<file path="config.mk">
export PLATFORM = sky130hd
export DESIGN_NAME = mac_job_sched
export DESIGN_NICKNAME = d
export VERILOG_FILES = /design/src/rtl/mac_job_sched.sv
export SDC_FILE = /design/constraint.sdc
export NUM_CORES = 1
export LEC_CHECK = 0
export BUFFER_PORTS_ARGS = -buffer_cell sky130_fd_sc_hd__buf_2
export CAP_MARGIN = 10
export CORE_UTILIZATION = 50
export DETAILED_ROUTE_END_ITERATION = 10
export PLACE_DENSITY_LB_ADDON = 0.1
export SETUP_SLACK_MARGIN = 0.5
export SLEW_MARGIN = 20
export SYNTH_ARGS = -nofsm -noshare
export SYNTH_HDL_FRONTEND = slang
export SYNTH_SLANG_ARGS = --single-unit
</file>
<file path="constraint.sdc">
create_clock -name CLK -period 5.6 [get_ports CLK]
set_input_delay 0.84 -clock CLK [delete_from_list [all_inputs] [get_ports CLK]]
set_output_delay 0.84 -clock CLK [all_outputs]
set_load 0.02 [all_outputs]
</file>
<file path="src/rtl/mac_job_sched.sv">
// mac_job_sched: round-robin sharing of one OPW x OPW multiply-accumulate between two requesters; result 1 cycle after last accept.
// res_ready low holds DONE with both req_ready low; MAC_SAT_EN selects saturating accumulation (default wraps).
module mac_job_sched #(
    parameter int OPW  = 4,
    parameter int ACCW = 8
) (
    input  logic            CLK,
    input  logic            RST,
    input  logic            req0_valid,
    output logic            req0_ready,
    input  logic [OPW-1:0]  req0_a,
    input  logic [OPW-1:0]  req0_b,
    input  logic            req0_last,
    input  logic            req1_valid,
    output logic            req1_ready,
    input  logic [OPW-1:0]  req1_a,
    input  logic [OPW-1:0]  req1_b,
    input  logic            req1_last,
    output logic            res_valid,
    input  logic            res_ready,
    output logic [ACCW-1:0] res_data,
    output logic            res_id,
    output logic            res_sat,
    output logic            busy
);

    typedef enum logic [1:0] {IDLE, RUN, DONE} state_t;

    state_t          state_q, state_d;
    logic            grant_q, grant_d;
    logic            last_srv_q, last_srv_d;
    logic            first_q, first_d;
    logic [ACCW-1:0] acc_q, acc_d;

    logic            fire_w;
    logic            last_w;
    logic [OPW-1:0]  op_a_w;
    logic [OPW-1:0]  op_b_w;
    logic [ACCW-1:0] prod_w;

    // Operand path is steered purely by the registered grant.
    assign op_a_w = grant_q ? req1_a : req0_a;
    assign op_b_w = grant_q ? req1_b : req0_b;
    assign last_w = grant_q ? req1_last : req0_last;
    assign fire_w = (state_q == RUN) && (grant_q ? req1_valid : req0_valid);
    assign prod_w = ACCW'(op_a_w) * ACCW'(op_b_w);

`ifdef MAC_SAT_EN
    logic            sat_q, sat_d;
    logic [ACCW:0]   sum_w;
    assign sum_w   = {1'b0, acc_q} + {1'b0, prod_w};
    assign res_sat = sat_q;
`else
    logic [ACCW-1:0] sum_w;
    assign sum_w   = acc_q + prod_w;
    assign res_sat = 1'b0;
`endif

    assign req0_ready = (state_q == RUN) && !grant_q;
    assign req1_ready = (state_q == RUN) && grant_q;
    assign res_valid  = (state_q == DONE);
    assign res_data   = acc_q;
    assign res_id     = grant_q;
    assign busy       = (state_q != IDLE);

    always_comb begin
        state_d    = state_q;
        grant_d    = grant_q;
        last_srv_d = last_srv_q;
        first_d    = first_q;
        acc_d      = acc_q;
`ifdef MAC_SAT_EN
        sat_d      = sat_q;
`endif
        case (state_q)
            IDLE: begin
                if (req0_valid || req1_valid) begin
                    // On a tie the requester not served last wins.
                    grant_d = (req0_valid && req1_valid) ? ~last_srv_q : req1_valid;
                    first_d = 1'b1;
                    state_d = RUN;
`ifdef MAC_SAT_EN
                    sat_d   = 1'b0;
`endif
                end
            end
            RUN: begin
                if (fire_w) begin
                    if (first_q) begin
                        acc_d = prod_w;
                    end else begin
`ifdef MAC_SAT_EN
                        if (sum_w[ACCW]) begin
                            acc_d = '1;
                            sat_d = 1'b1;
                        end else begin
                            acc_d = sum_w[ACCW-1:0];
                        end
`else
                        acc_d = sum_w;
`endif
                    end
                    first_d = 1'b0;
                    if (last_w) begin
                        state_d = DONE;
                    end
                end
            end
            DONE: begin
                if (res_ready) begin
                    last_srv_d = grant_q;
                    state_d    = IDLE;
                end
            end
            default: state_d = IDLE;
        endcase
    end

    always_ff @(posedge CLK or posedge RST) begin
        if (RST) begin
            state_q    <= IDLE;
            grant_q    <= 1'b0;
            last_srv_q <= 1'b1;
            first_q    <= 1'b0;
            acc_q      <= '0;
`ifdef MAC_SAT_EN
            sat_q      <= 1'b0;
`endif
        end else begin
            state_q    <= state_d;
            grant_q    <= grant_d;
            last_srv_q <= last_srv_d;
            first_q    <= first_d;
            acc_q      <= acc_d;
`ifdef MAC_SAT_EN
            sat_q      <= sat_d;
`endif
        end
    end

endmodule

</file>
# Yosys cells after proc, flatten, opt, wreduce, memory -nomap -nowiden
# Index checks and enable logic that the tools add are counted.
# word_totals
ff_bits	13
elab_cells	42
# op_classes
reduce_logical	14
mul	1
add_sub_neg	1
n_eq_ne	6
n_bitwise	1
mux	14
# ops
operator	count
$add A8 B8 Y8	1
$mul A4 B4 Y8	1
$mux W2	4
$mux W4	2
$mux W8	1
$ne A2 B2 Y1 const B	3
$pmux W2 S3	1
$reduce_and A2 Y1	3
$mux W1	5
$logic_and A1 B1 Y1	4
$reduce_and A4 Y1	1
$reduce_bool A2 Y1	2
$reduce_and A3 Y1	1
$eq A2 B1 Y1 const B	1
$eq A2 B2 Y1 const B	1
$logic_not A2 Y1	1
$ne A2 B1 Y1 const B	1
$pmux W1 S2	1
$logic_not A1 Y1	1
$logic_or A1 B1 Y1	1
$not A1 Y1	1

# Longest topological paths before layout
# logic_depth
ltp_word	4
depth_mapped	16
depth_no_buf	15

# Worst setup path after synthesis
# No wires, ideal clock.
# synth_path
path_kind	input to register
from	input port req0_a[1]
to	register acc_q[7] (netlist: res_data[7])
path_slack_ps	1157
path_buffers	0
setup_time_ps	72
t_arrival_ps	4371
stages	15
t_required_ps	5528
path_cell_list	nor2b_1 > a32oi_1 > fa_1 > inv_1 > fa_1 > fa_1 > a21o_1 > a21oi_1 > xnor2_1 > ha_1 > a21oi_1 > o21ai_0 > or4_1 > a21oi_1 > nand4b_1
# synth_between
elab_chain_cells	4
# synth_rtl
item	line	text
from (decl)	11	input logic [OPW-1:0] req0_a,
$mux W4 *	42	assign op_a_w = grant_q ? req1_a : req0_a;
$mul A4 B4 Y8 *	46	assign prod_w = ACCW'(op_a_w) * ACCW'(op_b_w);
$add A8 B8 Y8	55	assign sum_w = acc_q + prod_w;
$mux W8 *	89	if (first_q) begin
to (signal assigned)	125	acc_q <= '0;
to (signal assigned)	134	acc_q <= acc_d;
to (decl)	33	logic [ACCW-1:0] acc_q, acc_d;
# Every way passes the cells marked *; elsewhere a longest branch is shown, timed or not.
# A chain may end at the register's enable or synchronous reset.

# Worst setup path in the final report
# layout_path
from	register grant_q (netlist: res_id)
to	register acc_q[7] (netlist: res_data[7])
# layout_between
elab_chain_cells	4
# layout_rtl
item	line	text
from (decl)	30	logic grant_q, grant_d;
from (signal assigned)	131	grant_q <= grant_d;
$mux W4, on equally long branches	42, 43	
$mul A4 B4 Y8	46	
$add A8 B8 Y8	55	
$mux W8	89	
# Several ways; a longest one is shown, not always the timed one.

==> flow_summary.json <==
{
  "synth_top_family_by_area": "compound AO/OA/AOI/OAI gates",
  "coreArea_um2": 2850,
  "grt_max_degree": 31,
  "placed_cells": 233,
  "max_slew_margin": 0.471,
  "setup_viol": 0,
  "yosysWarnings": 0,
  "crit_type": "register to register",
  "insertion_delay_ps": 290,
  "critical-path-top-delay-family": "adder cells",
  "ir_drop_uv": 414,
  "grtUsageMet3": 0.0491,
  "synthMuxAreaShare": 0.0402,
  "fin_ws_ps": 863,
  "ant_nets": 0,
  "synth.most_common_cell": "ha_1",
  "r2r_cells": 15,
  "synth_common_cells": "20 x ha_1, 14 x nand2_1, 13 x a21oi_1, 12 x dfrtp_1, 11 x a32o_1",
  "syn_inst": 173,
  "synth_top_area_cell": "dfrtp_1",
  "crit_buf_inv": 1,
  "fmax_mhz": 211,
  "endpoint_kind": "register",
  "syn_area_um2": 1560,
  "whs_ps": 526,
  "synth_edf_count": 0,
  "drt_pass1_iterations": 7,
  "fin_crit_sh": 0.846,
  "drive_gt1_frac": 0.223,
  "cp_max_fo": 30,
  "final_nets": 255,
  "fp.dieH_um": 57.8,
  "holdPathStages": 2,
  "met2_usage": 0.401,
  "h-tree-depth": 1,
  "dp_hpwl_mm": 2.84,
  "required_ps": 5760,
  "rsz0062_at_grt": "false",
  "drt-initial-drc-count": 87,
  "grt_util_met1": 0.298,
  "layout.cells.non_filler": 237,
  "clk_pin_slew_ps": 80,
  "final_core_util": 0.618,
  "synthXorXnorAreaFrac": 0.0225,
  "failed_checks": "design-rule violations",
  "reg2reg_from": "res_id",
  "hold_start": "res_data[0]",
  "final.setup_skew_ps": 5.76,
  "postCtsSetupBuffers": 0,
  "via_count": 1444,
  "initial_utilization": 0.546,
  "cap_violations": 0,
  "grt_pass1_vias": 1373,
  "ys_ff_latch": 13,
  "worst_setup_path_start_kind": "register",
  "grt_usage": 0.234,
  "status": "finished with violations",
  "gr-max-usage-layer": "met2",
  "ctsLongestPathBuffers": 2,
  "postCtsHoldBufs": 0,
  "place.gp.congestion": 0.864,
  "synthArstFlopShare": 1.00,
  "die_w_um": 57.8,
  "cp_cell_sequence": "nor2b_1, a32oi_1, fa_1, inv_1, fa_1, ha_1, a21o_1, a211o_1, and2_1, ha_1, nand2_1, a211oi_1, or4_1, a21oi_1, nand4b_1",
  "io-pin-count": 37,
  "r2r_end": "res_data[7]",
  "numCtsBuffers": 3,
  "wire_per_inst_um": 14.9,
  "ys.flop_type": "dfrtp_1",
  "hold_end": "res_data[0]",
  "seq_area_frac_synth": 0.210,
  "yosysUniqueCellTypes": 49,
  "synth_area_leaders": "dfrtp_1 19%, ha_1 16%, a32o_1 7.1%",
  "preCtsSetupSlack_ps": 757,
  "final-hold-violation-count": 0,
  "area_growth_pct": 13.1,
  "synth_fp_nets": 221,
  "cts_tree": "yes",
  "row_count": 19,
  "power.static_leakage_nw": 0.870,
  "antenna_cells": 0,
  "wirelength_mm": 3.53,
  "crit_path_max_incr_delay_ps": 680,
  "syn_avg_cell_area_um2": 9.00,
  "grt_overflow": 0,
  "vias_per_cell": 6.09,
  "synth_fa_ha_area_frac": 0.225,
  "dieArea_um2": 3340,
  "hold_path_class": "register to register",
  "portBuffers": 35,
  "power_density_nw_per_um2": 725,
  "tightest_slew_ps": 793,
  "cts-resized-gates": 0,
  "crit_arrival_ps": 4900,
  "drc_errors": 3,
  "yosysTopAreaCellShare": 0.193,
  "crit_slowest_cell": "dfrtp_1",
  "synthSimpleGateAreaFrac": 0.171,
  "tns_ps": 0,
  "antenna_found_initial": 0,
  "clock_sinks": 13,
  "root_buffer": "clkbuf_4",
  "synth_compound_area_frac": 0.287,
  "finalMaxSlewViolations": 0,
  "reg2reg_slack_ps": 860,
  "fin_crit_ps": 4740,
  "grt_pass1_wl_mm": 5.99
}
==> power breakdown <==
part / internal, W / total, W / switching [W]
sequential: 0.000143 / 0.000223 / 0.0000795
combinational: 0.000437 / 0.000994 / 0.000557
clock: 0.0000278 / 0.0000613 / 0.0000335
total: 0.000607 / 0.00128 / 0.000670
==> how the worst max path moves through the flow <==
stage,start,to,slack [ps],cells past startpoint
5_1_grt,res_id,res_data[7],530,15
3_3_place_gp,req0_a[1],res_data[7],870,16
4_1_cts,res_id,res_data[7],880,15
2_1_floorplan,req0_a[1],res_data[7],1160,15
3_5_place_dp,req0_a[1],res_data[7],760,16
6_report,res_id,res_data[7],860,15
==> logic make-up after synthesis <==
group                      count (synthesis)
AOI/OAI and AO/OA                         60
xor gates and xnor gates                   4
adders and majority gates                 25
buffers and inverters                     14
DFF                                       13
muxes                                      6
other                                      1
and+or+nand+nor                           50
==> worst min-delay path, cell delays in order (launching register included) <==
cell	delay (ps)
dfrtp_1	380
nand2_1	50
o21ai_0	60
==> layer usage <==
layer	vias to the layer above	routed length [µm]
met1	680	1600
li1	720	-
met4	0	48
met2	36	1710
met5	-	0
met3	8	174
==> per-stage QoR <==
stage | area, µm² | power, W
CTS | 1760 | 0.00128
global route | 1760 | 0.00141
floorplan | 1560 | 0.00100
global placement | 1740 | 0.00118
detailed placement | 1740 | 0.00121
finish | 1760 | 0.00128
==> registers in the layout (all words and copies together) (netlist names) <==
| register | cells |
|---|---|
| res_id | 1 |
| first_q | 1 |
| res_data | 8 |
| last_srv_q | 1 |
| state_q | 2 |
==> layout make-up <==
type                            count  area, µm²
Tap cell                           31       38.8
Inverter                            8       30.0
Timing Repair Buffer               35        175
Multi-Input combinational cell    146       1160
Sequential cell                    13        327
Fill cell                         268       1090
Clock buffer                        4       26.3
==> cells in the final DEF (no fill, tap or decap), types with 5 or more instances in the layout <==
| master | n |
|---|---|
| inv_1 | 8 |
| nand2_1 | 14 |
| nor2b_1 | 5 |
| fa_1 | 5 |
| buf_2 | 35 |
| o21ai_0 | 9 |
| a32o_1 | 11 |
| dfrtp_1 | 12 |
| a21oi_1 | 13 |
| nor2_1 | 10 |
| ha_1 | 20 |
(Power assumes the default switching activity.)
